$ cat config.mk
export PLATFORM = sky130hd
export DESIGN_NAME = vscalealu_pipe
export DESIGN_NICKNAME = d
export VERILOG_FILES = /design/src/rtl/vscalealu_pkg.sv /design/src/rtl/vscalealu_pipe_stage.sv /design/src/rtl/vscalealu_pipe.sv
export SDC_FILE = /design/constraint.sdc
export NUM_CORES = 2
export LEC_CHECK = 0
export ABC_AREA = 1
export BUFFER_PORTS_ARGS = -buffer_cell sky130_fd_sc_hd__buf_4
export CAP_MARGIN = 0
export CORE_MARGIN = 2
export CORE_UTILIZATION = 30
export CTS_CLUSTER_DIAMETER = 150
export DETAILED_ROUTE_END_ITERATION = 12
export SETUP_SLACK_MARGIN = 0.5
export SKIP_CTS_REPAIR_TIMING = 1
export SLEW_MARGIN = 20
export SYNTH_ARGS = -nofsm -noshare
export SYNTH_HDL_FRONTEND = slang
export SYNTH_HIERARCHICAL = 1
export SYNTH_SLANG_ARGS = --single-unit
$ cat constraint.sdc
create_clock -name clock -period 8 [get_ports clock]
set_input_delay 1.6 -clock clock [delete_from_list [all_inputs] [get_ports clock]]
set_output_delay 1.6 -clock clock [all_outputs]
set_load 0.1 [all_outputs]
$ cat src/rtl/vscalealu_pkg.sv
// Shared ALU opcodes and the combinational result function used by vscalealu_pipe.
// alu_compute works on 64-bit containers; narrower datapaths pass word=1 and keep the low bits.
package vscalealu_pkg;

  localparam int ALU_OP_WIDTH = 4;

  localparam logic [ALU_OP_WIDTH-1:0] ALU_OP_ADD  = 4'd0;
  localparam logic [ALU_OP_WIDTH-1:0] ALU_OP_SLL  = 4'd1;
  localparam logic [ALU_OP_WIDTH-1:0] ALU_OP_XOR  = 4'd4;
  localparam logic [ALU_OP_WIDTH-1:0] ALU_OP_SRL  = 4'd5;
  localparam logic [ALU_OP_WIDTH-1:0] ALU_OP_OR   = 4'd6;
  localparam logic [ALU_OP_WIDTH-1:0] ALU_OP_AND  = 4'd7;
  localparam logic [ALU_OP_WIDTH-1:0] ALU_OP_SEQ  = 4'd8;
  localparam logic [ALU_OP_WIDTH-1:0] ALU_OP_SNE  = 4'd9;
  localparam logic [ALU_OP_WIDTH-1:0] ALU_OP_SUB  = 4'd10;
  localparam logic [ALU_OP_WIDTH-1:0] ALU_OP_SRA  = 4'd11;
  localparam logic [ALU_OP_WIDTH-1:0] ALU_OP_SLT  = 4'd12;
  localparam logic [ALU_OP_WIDTH-1:0] ALU_OP_SGE  = 4'd13;
  localparam logic [ALU_OP_WIDTH-1:0] ALU_OP_SLTU = 4'd14;
  localparam logic [ALU_OP_WIDTH-1:0] ALU_OP_SGEU = 4'd15;

  // Word operands are sign-extended: low 32 bits of arithmetic are unchanged, and both
  // signed and unsigned ordering of the 32-bit values carry over to the 64-bit compare.
  function automatic logic [63:0] alu_compute(input logic [ALU_OP_WIDTH-1:0] op,
                                              input logic word,
                                              input logic [63:0] in1,
                                              input logic [63:0] in2);
    logic [63:0] a;
    logic [63:0] b;
    logic [63:0] r;
    logic [5:0]  sh;
    logic        is_cmp;
    logic        lt_s;
    logic        lt_u;
    a      = word ? {{32{in1[31]}}, in1[31:0]} : in1;
    b      = word ? {{32{in2[31]}}, in2[31:0]} : in2;
    sh     = word ? {1'b0, in2[4:0]} : in2[5:0];
    lt_s   = $signed(a) < $signed(b);
    lt_u   = a < b;
    r      = '0;
    is_cmp = 1'b0;
    case (op)
      ALU_OP_ADD:  r = a + b;
      ALU_OP_SUB:  r = a - b;
      ALU_OP_SLL:  r = a << sh;
      ALU_OP_XOR:  r = a ^ b;
      ALU_OP_OR:   r = a | b;
      ALU_OP_AND:  r = a & b;
      ALU_OP_SRL:  r = word ? ({32'b0, a[31:0]} >> sh) : (a >> sh);
      ALU_OP_SRA:  r = $signed(a) >>> sh;
      ALU_OP_SEQ:  begin is_cmp = 1'b1; r = {63'b0, a == b}; end
      ALU_OP_SNE:  begin is_cmp = 1'b1; r = {63'b0, a != b}; end
      ALU_OP_SLT:  begin is_cmp = 1'b1; r = {63'b0, lt_s};   end
      ALU_OP_SGE:  begin is_cmp = 1'b1; r = {63'b0, !lt_s};  end
      ALU_OP_SLTU: begin is_cmp = 1'b1; r = {63'b0, lt_u};   end
      ALU_OP_SGEU: begin is_cmp = 1'b1; r = {63'b0, !lt_u};  end
      default:     r = '0;
    endcase
    if (word && !is_cmp) begin
      r = {{32{r[31]}}, r[31:0]};
    end
    return r;
  endfunction

endpackage

$ cat src/rtl/vscalealu_pipe_stage.sv
// One valid/ready register slice; accepts new data when empty or when its contents leave
// this cycle, so bubbles collapse and the slice holds steady under backpressure.
module vscalealu_pipe_stage #(
  parameter int WIDTH = 68
) (
  input  logic             clock,
  input  logic             reset,
  input  logic             in_valid,
  output logic             in_ready,
  input  logic [WIDTH-1:0] in_data,
  output logic             out_valid,
  input  logic             out_ready,
  output logic [WIDTH-1:0] out_data
);

  assign in_ready = !out_valid || out_ready;

  always_ff @(posedge clock) begin
    if (reset) begin
      out_valid <= 1'b0;
      out_data  <= '0;
    end else if (in_ready) begin
      out_valid <= in_valid;
      if (in_valid) begin
        out_data <= in_data;
      end
    end
  end

endmodule

$ cat src/rtl/vscalealu_pipe.sv
// Pipelined handshaked ALU: result computed at the input, then carried through STAGES
// register slices together with the op's tag. In-order, one op per cycle sustained.
module vscalealu_pipe
  import vscalealu_pkg::*;
#(
  parameter int XLEN        = 64,
  parameter int SHAMT_WIDTH = 6,
  parameter int STAGES      = 2,
  parameter int TAG_WIDTH   = 4
) (
  input  logic                    clock,
  input  logic                    reset,
  input  logic                    din_valid,
  output logic                    din_ready,
  input  logic [ALU_OP_WIDTH-1:0] din_mode,
  input  logic                    din_word,
  input  logic [TAG_WIDTH-1:0]    din_tag,
  input  logic [XLEN-1:0]         din_arg1,
  input  logic [XLEN-1:0]         din_arg2,
  output logic                    dout_valid,
  input  logic                    dout_ready,
  output logic [XLEN-1:0]         dout_result,
  output logic [TAG_WIDTH-1:0]    dout_tag
);

  localparam int PW = XLEN + TAG_WIDTH;
  // A 5-bit shift amount means a 32-bit datapath, which behaves exactly like word mode.
  localparam bit NARROW = (SHAMT_WIDTH == 5);

  logic [63:0]   arg1_ext;
  logic [63:0]   arg2_ext;
  logic [63:0]   res64;
  logic          word_eff;
  logic          ready_chain [STAGES+1];
  logic          valid_chain [STAGES+1];
  logic [PW-1:0] data_chain  [STAGES+1];

  always_comb begin
    arg1_ext = 64'(din_arg1);
    arg2_ext = 64'(din_arg2);
    word_eff = NARROW ? 1'b1 : din_word;
    res64    = alu_compute(din_mode, word_eff, arg1_ext, arg2_ext);
  end

  assign valid_chain[0]      = din_valid;
  assign data_chain[0]       = {din_tag, res64[XLEN-1:0]};
  assign ready_chain[STAGES] = dout_ready;

  for (genvar i = 0; i < STAGES; i++) begin : g_stage
    vscalealu_pipe_stage #(.WIDTH(PW)) u_stage (
      .clock     (clock),
      .reset     (reset),
      .in_valid  (valid_chain[i]),
      .in_ready  (ready_chain[i]),
      .in_data   (data_chain[i]),
      .out_valid (valid_chain[i+1]),
      .out_ready (ready_chain[i+1]),
      .out_data  (data_chain[i+1])
    );
  end

  assign din_ready                 = !reset && ready_chain[0];
  assign dout_valid                = valid_chain[STAGES];
  assign {dout_tag, dout_result}   = data_chain[STAGES];

endmodule
==> report_table.html <==
<table>
<tr><th>Metric</th><th>Value</th></tr>
<tr><th colspan="2">Timing</th></tr>
<tr><td>Final setup violation count</td><td>0</td></tr>
<tr><td>Minimum clock period</td><td>roughly 6000 ps</td></tr>
<tr><td>Maximum frequency from static timing analysis</td><td>approximately 160 MHz</td></tr>
<tr><td>Measured slew at the worst slew-check pin</td><td>between 1000 and 1500 ps</td></tr>
<tr><td>Number of hold-slack violations in the final timing report</td><td>0</td></tr>
<tr><td>Number of slew-limit violations in the final report</td><td>0</td></tr>
<tr><td>Final worst slack</td><td>1823 ps</td></tr>
<tr><td>Clock Skew</td><td>37.12 ps</td></tr>
<tr><td>Worst rel slew slack</td><td>0.1802</td></tr>
<tr><td>Worst hold-check slack</td><td>480.5 ps</td></tr>
<tr><td>Unrepaired setup endpoints after global routing</td><td>false</td></tr>
<tr><td>Part of the cycle the worst path needs</td><td>0.7721</td></tr>
<tr><td>Aggregate negative setup slack</td><td>0 ps</td></tr>
<tr><th colspan="2">Finish</th></tr>
<tr><td>Fraction of the core area covered by cells at the end of the flow</td><td>0.3282</td></tr>
<tr><td>Share of final-layout standard cells stronger than drive strength 1</td><td>0.06393</td></tr>
<tr><td>Most frequent cells in the layout</td><td>2110 x sky130_fd_sc_hd__nand2_1, 1085 x sky130_fd_sc_hd__nand3_1, 851 x sky130_fd_sc_hd__inv_1</td></tr>
<tr><td>Post-route standard cell area excluding fillers</td><td>approximately 0.035 mm2</td></tr>
<tr><td>Synth-to-Final Area Change</td><td>8.659%</td></tr>
<tr><td>Count of non-filler cells in the finished layout</td><td>7789</td></tr>
<tr><td>Net count, final</td><td>6735</td></tr>
<tr><td>Most common cell after layout, fill and taps aside</td><td>sky130_fd_sc_hd__nand2_1</td></tr>
<tr><th colspan="2">Route</th></tr>
<tr><td>Detail-routed via count per cell</td><td>5.781</td></tr>
<tr><td>Routed wire length per instance</td><td>roughly 30 um</td></tr>
<tr><td>First DRT Iteration DRCs</td><td>7432</td></tr>
<tr><td>Antenna Nets Post-Route</td><td>0</td></tr>
<tr><td>Total vias in the final route</td><td>45030</td></tr>
<tr><td>Routed wire length</td><td>234600 um</td></tr>
<tr><td>Number of search-and-repair iterations in the first detailed-routing pass</td><td>7</td></tr>
<tr><td>DRC violation count after routing</td><td>0</td></tr>
<tr><th colspan="2">Clocking</th></tr>
<tr><td>Root buffer cell</td><td>sky130_fd_sc_hd__clkbuf_16</td></tr>
<tr><td>Number of H-tree levels</td><td>4</td></tr>
<tr><td>TritonCTS clock tree</td><td>built</td></tr>
<tr><td>Max clock buf depth</td><td>2</td></tr>
<tr><td>Source-to-sink clock delay at the later pin of the worst-skew pair</td><td>roughly 520 ps</td></tr>
<tr><td>Clk sink count</td><td>138</td></tr>
<tr><td>Clock slew at reported path FFs</td><td>100 ps</td></tr>
<tr><td>Number of buffers added by the clock tree synthesis step</td><td>17</td></tr>
<tr><th colspan="2">Worst setup path</th></tr>
<tr><td>Data required time at the worst endpoint</td><td>8410 ps</td></tr>
<tr><td>Element type at the critical path start</td><td>input pin</td></tr>
<tr><td>CP Capture Type</td><td>flip-flop</td></tr>
<tr><td>Worst-path maximum fanout</td><td>46</td></tr>
<tr><td>R2R depth</td><td>7</td></tr>
<tr><td>Kind of critical path</td><td>in2reg</td></tr>
<tr><td>Worst Path Arrival</td><td>roughly 6600 ps</td></tr>
<tr><th colspan="2">Flow run</th></tr>
<tr><td>Max-cap violations</td><td>0</td></tr>
<tr><th colspan="2">Yosys</th></tr>
<tr><td>Yosys cell types</td><td>54</td></tr>
<tr><td>Yosys warnings</td><td>6</td></tr>
<tr><td>Post-Syn Area per Cell</td><td>5.037 um2</td></tr>
<tr><td>Syn Nets</td><td>6786</td></tr>
<tr><td>Share of synthesized registers carrying an async set or reset</td><td>0</td></tr>
<tr><td>Cell area after synthesis</td><td>between 0.03 and 0.04 mm2</td></tr>
<tr><td>Cell count after synthesis</td><td>about 6400</td></tr>
<tr><td>Top FF cell, synth</td><td>sky130_fd_sc_hd__dfxtp_1</td></tr>
<tr><td>Number of synthesized flops with an enable pin</td><td>0</td></tr>
<tr><td>Synth Register Bits</td><td>138</td></tr>
<tr><td>Sequential element share of the synthesized area</td><td>0.08543</td></tr>
<tr><th colspan="2">Global routing</th></tr>
<tr><td>Largest net degree at the start of global routing</td><td>roughly 150</td></tr>
<tr><td>Number of global-route vias before repair</td><td>39900</td></tr>
<tr><td>Number of antenna violations at the first check in global routing</td><td>14</td></tr>
<tr><td>Overall track demand over capacity in global routing</td><td>0.4063</td></tr>
<tr><td>First-pass GRT wire length</td><td>about 320000 um</td></tr>
<tr><td>GRT overflow</td><td>0</td></tr>
<tr><th colspan="2">Min path</th></tr>
<tr><td>Number of cells traversed by the worst hold path</td><td>2</td></tr>
<tr><td>Class of the worst hold path</td><td>reg2reg</td></tr>
<tr><th colspan="2">Floorplanning</th></tr>
<tr><td>Die span in x</td><td>332.3 um</td></tr>
<tr><td>Area of the core region</td><td>0.1071 mm2</td></tr>
<tr><td>Starting density of the core</td><td>0.3021</td></tr>
<tr><td>Overall die area</td><td>0.1104 mm2</td></tr>
<tr><td>Boundary pin count</td><td>around 210</td></tr>
<tr><td>Site row count</td><td>120</td></tr>
<tr><td>Die Span Y</td><td>332.3 um</td></tr>
<tr><th colspan="2">Placement</th></tr>
<tr><td>HPWL Detailed</td><td>a little under 200000 um</td></tr>
<tr><td>Placed Area</td><td>roughly 0.035 mm2</td></tr>
<tr><td>Port buffer count</td><td>210</td></tr>
<tr><td>Place WS</td><td>approximately 1600 ps</td></tr>
<tr><td>Instance count after placement with tap cells included</td><td>7753</td></tr>
<tr><td>Weighted congestion reported at the end of routability-driven placement</td><td>roughly 1.1</td></tr>
<tr><th colspan="2">Power and ir drop</th></tr>
<tr><td>Max IR drop VDD</td><td>122.7 uV</td></tr>
<tr><td>Post-layout power</td><td>4.637 mW</td></tr>
<tr><td>Total leakage power</td><td>19.10 nW</td></tr>
<tr><td>Total power per unit cell area</td><td>131.9 mW/mm2</td></tr>
<tr><th colspan="2">Status</th></tr>
<tr><td>Result of the run</td><td>completed</td></tr>
</table>
## layer usage
layer / up-vias / part of all wire / track usage
met5: - / 0.00067 / 0
met4: 22 / 0.072 / 0.2426
met3: 547 / 0.12 / 0.1214
met2: 3056 / 0.39 / 0.5652
met1: 20900 / 0.42 / 0.5462
li1: 20500 / - / -
## layout make-up
class | instances | area [um2]
fillers | 12810 | 71910
multi-input cells | 5040 | 24410
inverters | 874 | 3293
flip-flops and latches | 138 | 2766
repair buffers | 298 | 2300
well taps | 1403 | 1755
clock buffers | 17 | 425.4
clock inverters | 15 | 176.4
diodes | 4 | 10.01
## worst max-delay path, stage by stage
cell and delay [ps]:
sky130_fd_sc_hd__buf_4 210, sky130_fd_sc_hd__inv_2 700, sky130_fd_sc_hd__buf_4 420, sky130_fd_sc_hd__nand2_1 100, sky130_fd_sc_hd__nand2_1 170, sky130_fd_sc_hd__inv_1 70, sky130_fd_sc_hd__ha_1 570, sky130_fd_sc_hd__nand2_1 240
sky130_fd_sc_hd__nor2_1 250, sky130_fd_sc_hd__inv_1 120, sky130_fd_sc_hd__nor3_1 470, sky130_fd_sc_hd__nand2_1 240, sky130_fd_sc_hd__nor3_1 180, sky130_fd_sc_hd__nand2_1 170, sky130_fd_sc_hd__nand2_1 100, sky130_fd_sc_hd__nand2_1 50
sky130_fd_sc_hd__nand3_1 160, sky130_fd_sc_hd__nand4_1 210, sky130_fd_sc_hd__nand2_1 140, sky130_fd_sc_hd__nand2_2 60, sky130_fd_sc_hd__inv_1 60, sky130_fd_sc_hd__nand3_1 80, sky130_fd_sc_hd__nand2_1 120, sky130_fd_sc_hd__nor2_1 50
## power breakdown
part / internal, mW / switching [mW] / total, mW / leakage, nW
clock: 0.446 / 0.450 / 0.895 / 0.292
combinational: 0.704 / 2.24 / 2.94 / 17.7
sequential: 0.740 / 0.0587 / 0.799 / 1.14
total: 1.89 / 2.75 / 4.64 / 19.1
## cell usage after synthesis (7+ instances only)
cell | instances | share of area
sky130_fd_sc_hd__o22ai_1 | 55 | 0.011
sky130_fd_sc_hd__o21ai_0 | 234 | 0.036
sky130_fd_sc_hd__inv_2 | 16 | 0.0019
sky130_fd_sc_hd__nor3_1 | 42 | 0.0065
sky130_fd_sc_hd__buf_4 | 45 | 0.010
sky130_fd_sc_hd__nand2_2 | 21 | 0.0041
sky130_fd_sc_hd__dfxtp_1 | 138 | 0.085
sky130_fd_sc_hd__nand2_1 | 2112 | 0.25
sky130_fd_sc_hd__o211ai_1 | 39 | 0.0091
sky130_fd_sc_hd__nor2_1 | 541 | 0.063
sky130_fd_sc_hd__and2_1 | 13 | 0.0025
sky130_fd_sc_hd__clkbuf_1 | 97 | 0.011
sky130_fd_sc_hd__nand3_1 | 1085 | 0.17
sky130_fd_sc_hd__buf_6 | 29 | 0.010
sky130_fd_sc_hd__a211oi_1 | 30 | 0.0070
sky130_fd_sc_hd__buf_1 | 63 | 0.0073
sky130_fd_sc_hd__o21ai_1 | 30 | 0.0046
sky130_fd_sc_hd__a21oi_1 | 402 | 0.062
sky130_fd_sc_hd__buf_2 | 131 | 0.020
sky130_fd_sc_hd__o21bai_1 | 27 | 0.0063
sky130_fd_sc_hd__nand3b_1 | 13 | 0.0030
sky130_fd_sc_hd__a31oi_1 | 9 | 0.0017
sky130_fd_sc_hd__nand2_4 | 7 | 0.0024
sky130_fd_sc_hd__nand4_1 | 91 | 0.018
sky130_fd_sc_hd__inv_1 | 855 | 0.099
sky130_fd_sc_hd__ha_1 | 223 | 0.086
## registers in the layout, summed over array words and instances (netlist names)
register	cells
g_stage.u_stage/out_data	136
g_stage.u_stage/out_valid	2
## path summary, 6_finish.rpt
| check | from | endpoint | slack [ps] |
|---|---|---|---|
| setup / recovery | din_word | g_stage[0].u_stage/out_data[60] | 1820 |
| hold / removal | g_stage[0].u_stage/out_data[30] | g_stage[0].u_stage/out_data[30] | 480 |
| setup reg to reg | g_stage[1].u_stage/out_valid | g_stage[0].u_stage/out_data[44] | 4890 |
| hold reg to reg | g_stage[0].u_stage/out_data[30] | g_stage[0].u_stage/out_data[30] | 480 |
## cells by family (layout without fill, tap and decap cells)
| family | Yosys count | after routing | synth area share |
|---|---|---|---|
| AOI/OAI and AO/OA | 851 | 851 | 0.1440 |
| muxes | 4 | 4 | 0.001238 |
| other | 0 | 4 | 0 |
| adders and majority gates | 225 | 225 | 0.08752 |
| buffers and inverters | 1242 | 1204 | 0.1621 |
| xor gates and xnor gates | 7 | 7 | 0.001896 |
| DFF | 138 | 138 | 0.08543 |
| and+or+nand+nor | 3953 | 3953 | 0.5179 |
Note: power is estimated with default switching activity, not from simulation.
